File: config.mk
export PLATFORM = sky130hd
export DESIGN_NAME = imm_decode_stage
export DESIGN_NICKNAME = d
export VERILOG_FILES = /design/src/rtl/imm_decode_stage_pkg.sv /design/src/rtl/imm_decode_stage_imm_operand_unit.sv /design/src/rtl/imm_decode_stage.sv
export SDC_FILE = /design/constraint.sdc
export NUM_CORES = 1
export LEC_CHECK = 0
export BUFFER_PORTS_ARGS = -buffer_cell sky130_fd_sc_hd__buf_2
export CORE_AREA = 5 5 112 156
export CTS_CLUSTER_SIZE = 40
export DETAILED_ROUTE_END_ITERATION = 10
export DIE_AREA = 0 0 117 161
export GPL_ROUTABILITY_DRIVEN = 0
export PLACE_DENSITY = 0.69
export SETUP_SLACK_MARGIN = 0.3
export SYNTH_ARGS = -nofsm -noshare
export SYNTH_HDL_FRONTEND = slang
export SYNTH_SLANG_ARGS = --single-unit
File: constraint.sdc
create_clock -name CPU_CLK -period 2.9 [get_ports CPU_CLK]
set_clock_uncertainty 0.1 [all_clocks]
set_input_delay 0.145 -clock CPU_CLK [delete_from_list [all_inputs] [get_ports CPU_CLK]]
set_output_delay 0.145 -clock CPU_CLK [all_outputs]
set_load 0.02 [all_outputs]
File: src/rtl/imm_decode_stage_pkg.sv
// Shared immediate-type codes, opcode constants and the staging-buffer entry layout
// used by the decode-side immediate staging stage.
package imm_decode_stage_pkg;

  localparam logic [2:0] IMM_NOIMM    = 3'd0;
  localparam logic [2:0] IMM_ITYPE    = 3'd1;
  localparam logic [2:0] IMM_STYPE    = 3'd2;
  localparam logic [2:0] IMM_SBTYPE   = 3'd3;
  localparam logic [2:0] IMM_UTYPE    = 3'd4;
  localparam logic [2:0] IMM_UJTYPE   = 3'd5;
  localparam logic [2:0] IMM_CSRITYPE = 3'd6;

  localparam logic [6:0] OP_IMM    = 7'b0010011;
  localparam logic [6:0] OP_LOAD   = 7'b0000011;
  localparam logic [6:0] OP_JALR   = 7'b1100111;
  localparam logic [6:0] OP_STORE  = 7'b0100011;
  localparam logic [6:0] OP_BRANCH = 7'b1100011;
  localparam logic [6:0] OP_LUI    = 7'b0110111;
  localparam logic [6:0] OP_AUIPC  = 7'b0010111;
  localparam logic [6:0] OP_JAL    = 7'b1101111;
  localparam logic [6:0] OP_REG    = 7'b0110011;
  localparam logic [6:0] OP_SYSTEM = 7'b1110011;

  typedef struct packed {
    logic [31:0] inst;
    logic [31:0] pc;
    logic [2:0]  imm_type;
    logic        illegal;
  } entry_t;

  localparam entry_t ENTRY_RESET = '{inst: 32'd0, pc: 32'd0, imm_type: IMM_NOIMM, illegal: 1'b0};

endpackage

File: src/rtl/imm_decode_stage_imm_operand_unit.sv
// Immediate generator: rebuilds the 32-bit operand from instruction bits [31:7]
// according to the immediate type selected at enqueue time.
module imm_decode_stage_imm_operand_unit
  import imm_decode_stage_pkg::*;
(
  input  logic [31:7] in_bits,
  input  logic [2:0]  imm_type,
  output logic [31:0] imm
);

  always_comb begin
    imm = 32'd0;
    case (imm_type)
      IMM_ITYPE:    imm = {{21{in_bits[31]}}, in_bits[30:20]};
      IMM_STYPE:    imm = {{21{in_bits[31]}}, in_bits[30:25], in_bits[11:7]};
      IMM_SBTYPE:   imm = {{20{in_bits[31]}}, in_bits[7], in_bits[30:25], in_bits[11:8], 1'b0};
      IMM_UTYPE:    imm = {in_bits[31:12], 12'd0};
      IMM_UJTYPE:   imm = {{12{in_bits[31]}}, in_bits[19:12], in_bits[20], in_bits[30:21], 1'b0};
      // CSR immediate forms carry a zero-extended 5-bit value in the rs1 field.
      IMM_CSRITYPE: imm = {27'd0, in_bits[19:15]};
      default:      imm = 32'd0;
    endcase
  end

endmodule

File: src/rtl/imm_decode_stage.sv
// Two-entry decode staging buffer: classifies incoming opcodes, counts illegal ones and
// presents the head instruction with its decoded immediate to the ID/EX side.
module imm_decode_stage
  import imm_decode_stage_pkg::*;
#(
  parameter int CNT_W = 8
) (
  input  logic             CPU_CLK,
  input  logic             CPU_RST_N,
  input  logic             in_valid,
  output logic             in_ready,
  input  logic [31:0]      in_inst,
  input  logic [31:0]      in_pc,
  input  logic             flush,
  output logic             out_valid,
  input  logic             out_ready,
  output logic [31:0]      out_inst,
  output logic [31:0]      out_pc,
  output logic [2:0]       out_imm_type,
  output logic [31:0]      out_imm,
  output logic             out_illegal,
  output logic [CNT_W-1:0] illegal_cnt
);

  // Handshake: a beat transfers on a side only in a cycle where valid and ready are both
  // high at the rising edge and flush is low; flush discards buffered and incoming beats.

  entry_t           buf_q [2];
  entry_t           head;
  entry_t           new_entry;
  logic             wr_ptr;
  logic             rd_ptr;
  logic [1:0]       count;
  logic [1:0]       next_count;
  logic             in_ready_q;
  logic [CNT_W-1:0] ill_cnt_q;
  logic [2:0]       cls_type;
  logic             cls_illegal;
  logic             push;
  logic             pop;

  always_comb begin : classify
    cls_type    = IMM_NOIMM;
    cls_illegal = 1'b0;
    case (in_inst[6:0])
      OP_IMM, OP_LOAD, OP_JALR: cls_type = IMM_ITYPE;
      OP_STORE:                 cls_type = IMM_STYPE;
      OP_BRANCH:                cls_type = IMM_SBTYPE;
      OP_LUI, OP_AUIPC:         cls_type = IMM_UTYPE;
      OP_JAL:                   cls_type = IMM_UJTYPE;
      OP_REG:                   cls_type = IMM_NOIMM;
      OP_SYSTEM:                cls_type = in_inst[14] ? IMM_CSRITYPE : IMM_NOIMM;
      default:                  cls_illegal = 1'b1;
    endcase
  end

  assign new_entry = '{inst: in_inst, pc: in_pc, imm_type: cls_type, illegal: cls_illegal};
  assign push      = in_valid & in_ready_q & ~flush;
  assign pop       = (count != 2'd0) & out_ready & ~flush;

  always_comb begin : count_next
    next_count = count;
    if (flush) begin
      next_count = 2'd0;
    end else begin
      case ({push, pop})
        2'b10:   next_count = count + 2'd1;
        2'b01:   next_count = count - 2'd1;
        default: next_count = count;
      endcase
    end
  end

  always_ff @(posedge CPU_CLK or negedge CPU_RST_N) begin
    if (!CPU_RST_N) begin
      for (int i = 0; i < 2; i++) buf_q[i] <= ENTRY_RESET;
      wr_ptr     <= 1'b0;
      rd_ptr     <= 1'b0;
      count      <= 2'd0;
      in_ready_q <= 1'b1;
      ill_cnt_q  <= '0;
    end else begin
      count      <= next_count;
      in_ready_q <= (next_count != 2'd2);
      if (flush) begin
        wr_ptr <= 1'b0;
        rd_ptr <= 1'b0;
      end else begin
        if (push) begin
          buf_q[wr_ptr] <= new_entry;
          wr_ptr        <= ~wr_ptr;
        end
        if (pop) rd_ptr <= ~rd_ptr;
      end
      if (push && cls_illegal && (ill_cnt_q != {CNT_W{1'b1}})) ill_cnt_q <= ill_cnt_q + CNT_W'(1);
    end
  end

  assign head         = buf_q[rd_ptr];
  assign in_ready     = in_ready_q;
  assign out_valid    = (count != 2'd0);
  assign out_inst     = head.inst;
  assign out_pc       = head.pc;
  assign out_imm_type = head.imm_type;
  assign out_illegal  = head.illegal;
  assign illegal_cnt  = ill_cnt_q;

  imm_decode_stage_imm_operand_unit u_imm (
    .in_bits  (head.inst[31:7]),
    .imm_type (head.imm_type),
    .imm      (out_imm)
  );

endmodule
# Yosys cells after proc, flatten, opt, wreduce, memory -nomap -nowiden
# Cells that the tools add are included.
# word_totals
ff_bits,149
latch_bits,0
ramBits,0
mem_bits_ro,0
in_bits,69
out_inout_bits,110
word_cells,74
memories,0
# op_classes
add_sub_neg,3
mul,0
div_mod_pow,0
magnitude_cmp,3
n_eq_ne,20
shift,0
mux,16
n_bitwise,9
reduce_logical,10
# op_table
cell,count
2-to-1 mux 68 bit,4
case mux 32 bit (6 select lines),1
bitwise mux 136 bit,1
demux 68 bit (select 1 bit),1
equality test 7 bit (second input constant),4
equality test 7 x 6 -> 1 bit (second input constant),3
case mux 3 bit (6 select lines),1
equality test 7 x 5 -> 1 bit (second input constant),2
OR reduction 10 bit,1
equality test 3 bit (second input constant),3
adder 8 x 1 -> 8 bit (second input constant),1
inequality test 8 bit (second input constant),1
equality test 7 x 2 -> 1 bit (second input constant),1
equality test 3 x 2 -> 1 bit (second input constant),2
nonzero test 2 bit,3
2-to-1 mux 1 bit,5
bitwise AND 1 bit,4
greater-or-equal comparator 2 bit (second input constant),2
NOT 1 -> 2 bit,2
case mux 2 bit (2 select lines),1
equality test 3 x 1 -> 1 bit (second input constant),1
logical AND 1 bit,3
2-to-1 mux 3 bit,1
NOT 1 bit,3
other kinds (10),10

# Depth between registers and ports, before layout
# Gate-level depths: netlist (run 1).
# depth
depth_word,7
depth_mapped,8
ltp_nobuf,8

# Hierarchy
# A second synthesis (run 1) with hierarchy kept.
# unflattened
cells_unflattened,660
area_unflattened_um2,7034.2
# modules_own_cells
module,n_inst,cells_each,area_each_um2,seq_area_each_um2
imm_decode_stage,1,586,6588.8,3729.8
imm_decode_stage_imm_operand_unit,1,74,445.4,0.0

# Worst setup path after synthesis (run 1)
# No wires, ideal clock.
# synth_path
kind,register -> register
startpoint,register count[0]
endpoint,"register in_ready_q, in the netlist in_ready"
setup_ns,0.084
arrival_time_ns,1.753
required_time_ns,2.716
path_slack_ns,0.963
stages_incl_launch_ff,8
path_buffers,0
synth_period_minus_slack_ns,1.937
path_cell_list,dfrtp_1 -> or2_2 -> nand2_1 -> nor2_1 -> ha_1 -> or3_1 -> a21oi_1 -> o21ai_1
# synth_between
elab_chain_cells,7
elab_cells_between_ends,10
cone_classes,add/sub: 2; eq/ne: 3; mux: 2; bitwise: 2; reduce/logical: 1
# synth_rtl
element,line_no,source
from (decl),imm_decode_stage.sv:33,logic [1:0] count;
from (signal assigned),imm_decode_stage.sv:83,count <= next_count;
nonzero test 2 bit *,--,
net out_valid,imm_decode_stage.sv:15,"output logic out_valid,"
bitwise AND 1 bit * (2 in series),imm_decode_stage.sv:59,assign pop = (count != 2'd0) & out_ready & ~flush;
equality test 2 x 1 -> 1 bit / equality test 2 bit (equally long branches),imm_decode_stage.sv:66,"case ({push, pop})"
case mux 2 bit (2 select lines) *,imm_decode_stage.sv:66,
2-to-1 mux 2 bit *,imm_decode_stage.sv:63,if (flush) begin
net next_count[1],imm_decode_stage.sv:34,logic [1:0] next_count;
inequality test 2 bit *,imm_decode_stage.sv:84,in_ready_q <= (next_count != 2'd2);
to (signal assigned),imm_decode_stage.sv:84,
to (decl),imm_decode_stage.sv:35,logic in_ready_q;
# Mark *: on every way through the listed nets, which the timed path passes. The rest lies on a longest branch.
# A chain may end at the register's enable or synchronous reset.

# Worst setup path in the final report (run 1)
# layout_path
startpoint,register rd_ptr
endpoint,output port out_imm[11]
# layout_between
elab_chain_cells,6
elab_cells_between_ends,11
cone_classes,eq/ne: 6; mux: 4; bitwise: 1
# layout_rtl
element,line_no,source
from (decl),imm_decode_stage.sv:32,logic rd_ptr;
from (signal assigned),imm_decode_stage.sv:93,if (pop) rd_ptr <= ~rd_ptr;
NOT 1 -> 2 bit (implied by the code) *,imm_decode_stage.sv:99,assign head = buf_q[rd_ptr];
2-to-1 mux 68 bit (implied by the code) * (3 in series),imm_decode_stage.sv:99,
"equality test 3 bit, or another cell as far along",imm_decode_stage_imm_operand_unit.sv:13,case (imm_type)
case mux 32 bit (6 select lines) *,imm_decode_stage_imm_operand_unit.sv:13,
to (decl),imm_decode_stage.sv:20,"output logic [31:0] out_imm,"
# Every way passes the cells marked *; elsewhere a longest branch is shown, timed or not. The select of a mux whose other input is x is not followed.

==> results of run 1 <==
==> placed cells by master, fill, tap and decap left out, types with 15 or more instances in the layout <==
master and n:
inv_1 24, nand2_1 210, nor2_1 15, mux2_1 111, dlygate4sd3_1 65, o21ai_1 24, clkbuf_16 17, buf_2 177
mux2i_1 16, dfrtp_1 147
==> metal layers <==
layer	up-vias	GRT usage [%]	wire length [um]
met4	0	6.89	436
li1	2689	-	-
met2	157	33.6	9050
met3	33	3.94	983
met5	-	0	0
met1	2677	23.0	7230
==> per-stage QoR <==
stage / cells / hold WS [ns] / util (%)
final: 1116 / 0.0100 / 58.6
after global routing: 1116 / 0.0120 / 58.6
after CTS: 1116 / 0.00155 / 58.5
after detailed placement: 1020 / 0.0553 / 50.8
after global placement: 1020 / 0.0499 / 50.8
after floorplan: 666 / -0.251 / -
==> logic make-up after synthesis <==
| kind of cell | after synthesis | share of synthesized area, % |
|---|---|---|
| compound gates | 56 | 5.19 |
| flops | 149 | 53.0 |
| xor+xnor | 11 | 1.37 |
| buf+inv | 61 | 4.18 |
| fa+ha+maj | 2 | 0.356 |
| simple gates | 256 | 15.2 |
| mux | 131 | 20.7 |
==> power by group through the flow <==
| stage | clock [mW] | combinational [mW] | sequential, mW |
|---|---|---|---|
| detailed placement | 0 | 2.15 | 3.08 |
| floorplan | 0 | 1.45 | 3.03 |
| CTS | 2.23 | 2.23 | 3.05 |
| global placement | 0 | 2.11 | 3.05 |
| global route | 2.33 | 2.42 | 3.12 |
| finish | 2.17 | 2.20 | 3.05 |
==> final cells by class <==
type	count	area, um2
clock inverters	13	148
flip-flops and latches	149	3730
inverters	27	101
multi-input cells	456	3030
well taps	199	249
repair buffers	254	1660
fillers	1385	6610
clock buffers	18	429
==> how the worst min path moves through the flow <==
| stage | startpoint | endpoint | slack, ns | depth (start not counted) |
|---|---|---|---|---|
| 2_1_floorplan | CPU_RST_N | buf_q[0] | -0.25 | 0 |
| 3_3_place_gp | CPU_RST_N | buf_q[60] | 0.05 | 1 |
| 3_5_place_dp | CPU_RST_N | buf_q[61] | 0.06 | 1 |
| 4_1_cts | in_inst[3] | buf_q[107] | 0.002 | 3 |
| 5_1_grt | in_inst[3] | buf_q[107] | 0.01 | 3 |
| 6_report | in_inst[3] | buf_q[107] | 0.01 | 3 |
==> what timing repair did <==
item / in CTS / in global routing
endpoints found under the hold margin: 190 / 0
gates resized for setup: 1 / 4
endpoints found under the setup margin: 11 / 15
gates cloned: 0 / 0
hold buffers: 65 / 0
==> sequential cells by signal, summed over array words and instances, names as in the netlist <==
signal       cells
rd_ptr           1
count            2
buf_q          136
in_ready         1
wr_ptr           1
illegal_cnt      8
==> critical path, cell delays in order, from the launching register on <==
cell,delay [ns]
dfrtp_4,0.49
buf_6,0.33
mux2i_1,0.45
nor3_1,0.11
a21oi_1,0.14
o22ai_1,0.09
buf_2,0.16
==> flow_summary.html, run 1 <==
<table>
<tr><th>Metric</th><th>Value</th></tr>
<tr><th colspan="2">Outcome</th></tr>
<tr><td>Run status</td><td>complete, no violations</td></tr>
<tr><th colspan="2">Synth</th></tr>
<tr><td>Dominant cell by count in the synthesized netlist</td><td>nand2_1</td></tr>
<tr><td>Post-synth cell types</td><td>between 50 and 60</td></tr>
<tr><td>Leading post-synthesis cells by cell area</td><td>dfrtp_1, mux2_1, nand2_1</td></tr>
<tr><td>Share of the yosys chip area belonging to registers</td><td>53.0%</td></tr>
<tr><td>Number of storage elements in the synthesis netlist</td><td>149</td></tr>
<tr><td>Mean cell area of the mapped netlist</td><td>between 10 and 15 um2</td></tr>
<tr><td>Async set-or-reset flop fraction in the synthesized netlist</td><td>between 90% and 100%</td></tr>
<tr><td>Number of enable-type register cells in the synthesized netlist</td><td>0</td></tr>
<tr><td>Mapped Nets</td><td>737</td></tr>
<tr><td>Cell type with the highest aggregate area in the netlist</td><td>dfrtp_1</td></tr>
<tr><td>Share of the synthesized area in the top cell type</td><td>a little over half</td></tr>
<tr><td>Mapped Area</td><td>0.00704 mm2</td></tr>
<tr><td>Most used DFF post-synth</td><td>dfrtp_1</td></tr>
<tr><td>Synthesis warning total</td><td>0</td></tr>
<tr><td>Post-synth top cells</td><td>nand2_1, dfrtp_1, mux2_1</td></tr>
<tr><td>Number of instances in the synthesized netlist</td><td>666</td></tr>
<tr><th colspan="2">Worst setup path</th></tr>
<tr><td>Crit start category</td><td>flop</td></tr>
<tr><td>Sort of element at the end of the critical path</td><td>output port</td></tr>
<tr><td>Startpoint of the worst-slack reg-to-reg timing path</td><td>in_ready</td></tr>
<tr><td>Number of cell instances on the worst register-to-register path</td><td>7</td></tr>
<tr><td>Worst Setup SP</td><td>rd_ptr</td></tr>
<tr><td>Crit path DAT</td><td>2.20 ns</td></tr>
<tr><td>Maximum fanout along the worst path</td><td>31</td></tr>
<tr><td>Required time at the endpoint of the critical path</td><td>2.65 ns</td></tr>
<tr><td>Category of the critical setup timing path</td><td>flop to output port</td></tr>
<tr><td>Critical path capture point</td><td>out_imm[11]</td></tr>
<tr><td>Reg-to-reg critical path endpoint</td><td>buf_q[75]</td></tr>
<tr><td>Minimum setup slack among reg-to-reg paths</td><td>approximately 0.70 ns</td></tr>
<tr><th colspan="2">Finish</th></tr>
<tr><td>Signed area change from the synthesized netlist to the final layout</td><td>33.0%</td></tr>
<tr><td>Fraction of layout cells with a size suffix above 1</td><td>27.7%</td></tr>
<tr><td>Nets@finish</td><td>976</td></tr>
<tr><td>Post-layout instance area</td><td>0.00935 mm2</td></tr>
<tr><td>Number of antenna diodes</td><td>0</td></tr>
<tr><th colspan="2">Routing</th></tr>
<tr><td>DRC violation count after routing</td><td>0</td></tr>
<tr><td>Number of design-rule violations left by the first detailed-router iteration</td><td>266</td></tr>
<tr><td>Antenna-violating nets left</td><td>0</td></tr>
<tr><td>Avg WL per Cell</td><td>roughly 16 um</td></tr>
<tr><td>Vias after detailed routing</td><td>5556</td></tr>
<tr><td>DR vias/cell</td><td>4.98</td></tr>
<tr><td>Routed wire length</td><td>~18 mm</td></tr>
<tr><td>Length of the first detailed-routing pass in iterations</td><td>4</td></tr>
<tr><th colspan="2">STA</th></tr>
<tr><td>Measured slew at the worst slew-check pin</td><td>just under 0.8 ns</td></tr>
<tr><td>Setup repair after global routing missed its margin</td><td>yes</td></tr>
<tr><td>F_max</td><td>409 MHz</td></tr>
<tr><td>Fin Setup TNS</td><td>0 ns</td></tr>
<tr><td>Total setup violations reported at the end of the flow</td><td>0</td></tr>
<tr><td>Min Tclk post-route</td><td>2.45 ns</td></tr>
<tr><td>Final critical-path share of the clock period</td><td>84.4%</td></tr>
<tr><td>Final hold violation count</td><td>0</td></tr>
<tr><td>Number of slew-limit violations in the final report</td><td>0</td></tr>
<tr><td>Worst-case setup margin in the final layout</td><td>0.452 ns</td></tr>
<tr><td>Worst-case headroom to the max-slew limit</td><td>48.6%</td></tr>
<tr><th colspan="2">Clock tree</th></tr>
<tr><td>Count of H-tree levels built during CTS</td><td>4</td></tr>
<tr><td>Largest buffer count on any clock path</td><td>2</td></tr>
<tr><td>Post-CTS repair timing setup buffer count</td><td>0</td></tr>
<tr><td>CTS tree</td><td>built</td></tr>
<tr><td>TritonCTS Buffers</td><td>17</td></tr>
<tr><td>Clock transition at the registers of the reported paths</td><td>0.06 ns</td></tr>
<tr><td>CTS sink cnt</td><td>around 150</td></tr>
<tr><td>Buffer type at the clock tree root</td><td>clkbuf_16</td></tr>
<tr><td>Clock Latency Late Sink</td><td>0.41 ns</td></tr>
<tr><th colspan="2">Power</th></tr>
<tr><td>Peak supply drop</td><td>359 uV</td></tr>
<tr><td>Net switching power</td><td>2.53 mW</td></tr>
<tr><td>Internal power</td><td>approximately 5 mW</td></tr>
<tr><td>Proportion of power drawn by combinational gates</td><td>29.7%</td></tr>
<tr><td>Relative contribution of the clock network to total power</td><td>29.2%</td></tr>
<tr><td>Leakage power</td><td>4.79 nW</td></tr>
<tr><td>Part of the total power dissipated in sequential elements</td><td>41.1%</td></tr>
<tr><td>Overall power</td><td>7.41 mW</td></tr>
<tr><td>Power per Cell Area</td><td>792 mW/mm2</td></tr>
<tr><td>Switching share of power</td><td>34.2%</td></tr>
<tr><th colspan="2">Floorplan</th></tr>
<tr><td>Number of top-level pins</td><td>~180</td></tr>
<tr><td>Starting density of the core</td><td>between 40% and 50%</td></tr>
<tr><td>Die Span Y</td><td>161 um</td></tr>
<tr><td>Floorplan die area</td><td>0.0188 mm2</td></tr>
<tr><td>Floorplan die width</td><td>~120 um</td></tr>
<tr><td>Total core area</td><td>0.0160 mm2</td></tr>
<tr><td>FP Rows</td><td>55</td></tr>
<tr><th colspan="2">Global routing</th></tr>
<tr><td>First-pass GRT wire length</td><td>approximately 29 mm</td></tr>
<tr><td>Pin count of the biggest net entering global routing</td><td>68</td></tr>
<tr><td>Antenna violations before repair</td><td>0</td></tr>
<tr><td>Overall fraction of global-route tracks in use</td><td>approximately 19%</td></tr>
<tr><td>Number of global-route vias before repair</td><td>between 5000 and 6000</td></tr>
<tr><td>Global route total overflow</td><td>0</td></tr>
<tr><th colspan="2">Flow run</th></tr>
<tr><td>Max cap viols</td><td>0</td></tr>
<tr><th colspan="2">Placed design</th></tr>
<tr><td>DP Wirelength</td><td>12.0 mm</td></tr>
<tr><td>Worst-case setup slack after placement</td><td>0.688 ns</td></tr>
<tr><td>IO Port Bufs</td><td>178</td></tr>
<tr><td>Placed inst area</td><td>0.00811 mm2</td></tr>
<tr><th colspan="2">Min path</th></tr>
<tr><td>Tightest Hold Check Type</td><td>primary input to flop</td></tr>
</table>
Note: power is estimated with default switching activity, not from simulation.
==> inputs of run 2 (changes only) <==
==> constraint.sdc (replaced) <==
create_clock -name CPU_CLK -period 2.3 [get_ports CPU_CLK]
set_clock_uncertainty 0.1 [all_clocks]
set_input_delay 0.115 -clock CPU_CLK [delete_from_list [all_inputs] [get_ports CPU_CLK]]
set_output_delay 0.115 -clock CPU_CLK [all_outputs]
set_load 0.02 [all_outputs]
==> flow_summary.html, run 2 (synthesis gave the netlist of run 1 again) <==
<table>
<tr><th>Metric</th><th>Value</th></tr>
<tr><th colspan="2">Outcome</th></tr>
<tr><td>Run status</td><td>complete, no violations</td></tr>
<tr><th colspan="2">STA</th></tr>
<tr><td>Total setup violations reported at the end of the flow</td><td>0 (unchanged)</td></tr>
<tr><td>Final hold violation count</td><td>0 (unchanged)</td></tr>
<tr><td>Setup repair after global routing missed its margin</td><td>yes</td></tr>
<tr><td>Measured slew at the worst slew-check pin</td><td>0.483 ns (-0.288 ns)</td></tr>
<tr><td>Min Tclk post-route</td><td>approximately 2.2 ns</td></tr>
<tr><td>Final critical-path share of the clock period</td><td>97.8%</td></tr>
<tr><td>Worst-case headroom to the max-slew limit</td><td>67.8% (+19 points)</td></tr>
<tr><td>F_max</td><td>around 440 MHz</td></tr>
<tr><td>Number of slew-limit violations in the final report</td><td>0 (unchanged)</td></tr>
<tr><th colspan="2">Clock tree</th></tr>
<tr><td>CTS sink cnt</td><td>149 (unchanged)</td></tr>
<tr><td>Largest buffer count on any clock path</td><td>2 (unchanged)</td></tr>
<tr><td>Clock Latency Late Sink</td><td>0.41 ns (about the same)</td></tr>
<tr><td>Buffer type at the clock tree root</td><td>clkbuf_16</td></tr>
<tr><td>Clock transition at the registers of the reported paths</td><td>0.06 ns (about the same)</td></tr>
<tr><td>CTS tree</td><td>built</td></tr>
<tr><td>TritonCTS Buffers</td><td>17 (unchanged)</td></tr>
<tr><td>Count of H-tree levels built during CTS</td><td>4 (unchanged)</td></tr>
<tr><th colspan="2">Global routing</th></tr>
<tr><td>First-pass GRT wire length</td><td>30.4 mm (+5.7%)</td></tr>
<tr><td>Antenna violations before repair</td><td>0 (unchanged)</td></tr>
<tr><td>Overall fraction of global-route tracks in use</td><td>20.5% (+1.2 points)</td></tr>
<tr><td>Global route total overflow</td><td>0 (unchanged)</td></tr>
<tr><td>Pin count of the biggest net entering global routing</td><td>55 (-19%)</td></tr>
<tr><td>Number of global-route vias before repair</td><td>6061 (+6.1%)</td></tr>
<tr><th colspan="2">Min path</th></tr>
<tr><td>Depth of the worst hold-timing path</td><td>4 (+1)</td></tr>
<tr><td>Hold Path End</td><td>wr_ptr</td></tr>
<tr><td>Tightest Hold Check Type</td><td>primary input to flop</td></tr>
<tr><td>Hold path startpoint</td><td>in_valid</td></tr>
<tr><th colspan="2">Routing</th></tr>
<tr><td>Antenna-violating nets left</td><td>0 (unchanged)</td></tr>
<tr><td>Routed wire length</td><td>20.0 mm (+13%)</td></tr>
<tr><td>DRC violation count after routing</td><td>0 (unchanged)</td></tr>
<tr><td>Length of the first detailed-routing pass in iterations</td><td>6 (+2)</td></tr>
<tr><td>Avg WL per Cell</td><td>17.5 um (+10%)</td></tr>
<tr><td>DR vias/cell</td><td>5.08 (+2.0%)</td></tr>
<tr><td>Vias after detailed routing</td><td>5817 (+4.7%)</td></tr>
<tr><td>Number of design-rule violations left by the first detailed-router iteration</td><td>257 (-3.4%)</td></tr>
<tr><th colspan="2">Worst setup path</th></tr>
<tr><td>Category of the critical setup timing path</td><td>flop to output port</td></tr>
<tr><td>Required time at the endpoint of the critical path</td><td>2.09 ns (-0.56 ns)</td></tr>
<tr><td>Minimum setup slack among reg-to-reg paths</td><td>0.40 ns (-0.30 ns)</td></tr>
<tr><td>Startpoint of the worst-slack reg-to-reg timing path</td><td>count[0]</td></tr>
<tr><td>Reg-to-reg critical path endpoint</td><td>in_ready</td></tr>
<tr><td>Crit start category</td><td>flop</td></tr>
<tr><td>Number of cell instances on the worst register-to-register path</td><td>7 (unchanged)</td></tr>
<tr><td>Sort of element at the end of the critical path</td><td>output port</td></tr>
<tr><td>Crit path DAT</td><td>2.03 ns (-0.17 ns)</td></tr>
<tr><td>Maximum fanout along the worst path</td><td>8 (-74%)</td></tr>
<tr><th colspan="2">Power</th></tr>
<tr><td>Power per Cell Area</td><td>987 mW/mm2 (+25%)</td></tr>
<tr><td>Internal power</td><td>6.76 mW (+39%)</td></tr>
<tr><td>Overall power</td><td>10.2 mW (+38%)</td></tr>
<tr><td>Switching share of power</td><td>33.9% (-0.24 points)</td></tr>
<tr><td>Relative contribution of the clock network to total power</td><td>27.7% (-1.5 points)</td></tr>
<tr><td>Net switching power</td><td>3.47 mW (+37%)</td></tr>
<tr><td>Part of the total power dissipated in sequential elements</td><td>38.5% (-2.6 points)</td></tr>
<tr><td>Proportion of power drawn by combinational gates</td><td>33.8% (+4.1 points)</td></tr>
<tr><td>Peak supply drop</td><td>625 uV (+74%)</td></tr>
<tr><td>Leakage power</td><td>5.13 nW (+6.9%)</td></tr>
<tr><th colspan="2">Finish</th></tr>
<tr><td>Fraction of layout cells with a size suffix above 1</td><td>36.5% (+8.8 points)</td></tr>
<tr><td>Number of antenna diodes</td><td>0 (unchanged)</td></tr>
<tr><td>Signed area change from the synthesized netlist to the final layout</td><td>47.3%</td></tr>
<tr><td>Leading cell type in the layout, fill and taps excluded</td><td>nand2_1</td></tr>
<tr><td>Nets@finish</td><td>1004 (+2.9%)</td></tr>
<tr><td>Number of non-filler instances in the completed layout</td><td>1145 (+2.6%)</td></tr>
<tr><td>Fillcell total</td><td>1214 (-12%)</td></tr>
<tr><td>Max FFs per register</td><td>136 (unchanged)</td></tr>
<tr><td>Final core occ</td><td>64.9% (+6.3 points)</td></tr>
<tr><td>Biggest register</td><td>buf_q</td></tr>
<tr><td>Commonest cells after routing, fill and taps aside</td><td>nand2_1, dfrtp_1, buf_2</td></tr>
<tr><th colspan="2">Placed design</th></tr>
<tr><td>DP Wirelength</td><td>12.0 mm (+0.11%)</td></tr>
<tr><td>Number of placed cells counting well taps</td><td>1024 (+0.39%)</td></tr>
<tr><td>IO Port Bufs</td><td>178 (unchanged)</td></tr>
<tr><th colspan="2">Floorplan</th></tr>
<tr><td>Floorplan die width</td><td>117 um (unchanged)</td></tr>
<tr><td>Floorplan die area</td><td>0.0188 mm2 (unchanged)</td></tr>
<tr><td>FP Rows</td><td>55 (unchanged)</td></tr>
<tr><td>Starting density of the core</td><td>44.1% (unchanged)</td></tr>
<tr><td>Total core area</td><td>0.0160 mm2 (unchanged)</td></tr>
<tr><td>Die Span Y</td><td>161 um (unchanged)</td></tr>
<tr><td>Number of top-level pins</td><td>179 (unchanged)</td></tr>
<tr><th colspan="2">Flow run</th></tr>
<tr><td>Max cap viols</td><td>0 (unchanged)</td></tr>
</table>
run 2: cell count changes in the layout (fill, tap and decap cells not counted), moves of 4 or more:
cell and change:
buf_4 +21, mux2_1 -26, mux2_4 +20, buf_6 +35
inv_1 -4, nor2_4 +5, buf_12 +7, mux2i_4 +13
buf_2 -41, nor2_1 -4, mux2i_1 -14, mux2_2 +6
run 2: what timing repair did:
action,CTS,global route
setup buffers,10,8
cloned,4,1
hold buffers,66,0
hold endpoints to repair,282,0
pin swaps,7,15
setup endpoints to repair,96,85
gates resized for setup,121,72
run 2: power groups by stage:
stage	sequential [mW]	combinational, mW	clock [mW]
floorplan	3.81	1.83	0
detailed placement	3.88	2.72	0
global route	4.03	3.74	3.02
CTS	3.91	3.27	2.91
finish	3.93	3.46	2.84
global placement	3.85	2.68	0
run 2: layout make-up:
type	count	area [um2]	area share (%)
flip-flops and latches	149	3730	36.0
multi-input cells	457	3410	32.9
repair buffers	281	2260	21.8
clock buffers	19	433	4.18
well taps	199	249	2.40
clock inverters	13	174	1.68
inverters	27	109	1.05
run 2: per-stage QoR:
step	instance area (um2)	hold WS [ns]	setup TNS, ns	setup slack (ns)
4_1_cts	10100	0.0142	0	0.0658
6_report	10400	0.00160	0	0.0508
2_1_floorplan	7040	-0.281	0	0.363
3_3_place_gp	8160	-0.0326	0	0.215
5_1_grt	10400	0.0183	-0.119	-0.0311
3_5_place_dp	8160	-0.0335	0	0.179
run 2: critical path: stages, from the launching register on:
cell and delay [ns]:
dfrtp_4 0.50, buf_4 0.17, mux2_2 0.31, nand3_1 0.26
o21ai_1 0.20, buf_2 0.19
run 2: worst max path at each step:
stage	startpoint	end	slack [ns]	cells after the start
after floorplan	count[0]	in_ready	0.36	7
after global placement	rd_ptr	out_imm[27]	0.22	6
after detailed placement	rd_ptr	out_imm[27]	0.18	6
after CTS	rd_ptr	out_imm[27]	0.07	7
after global routing	rd_ptr	out_imm[2]	-0.03	7
final	rd_ptr	out_imm[16]	0.05	5
run 2: per-layer routing:
| metal | global-route usage [%] | vias up | part of all wire (%) |
|---|---|---|---|
| li1 | - | 2750 | - |
| met2 | 36.7 | 182 | 54 |
| met3 | 3.79 | 41 | 4.6 |
| met4 | 7.62 | 0 | 2.7 |
| met1 | 23.8 | 2844 | 39 |
| met5 | 0 | - | 0 |
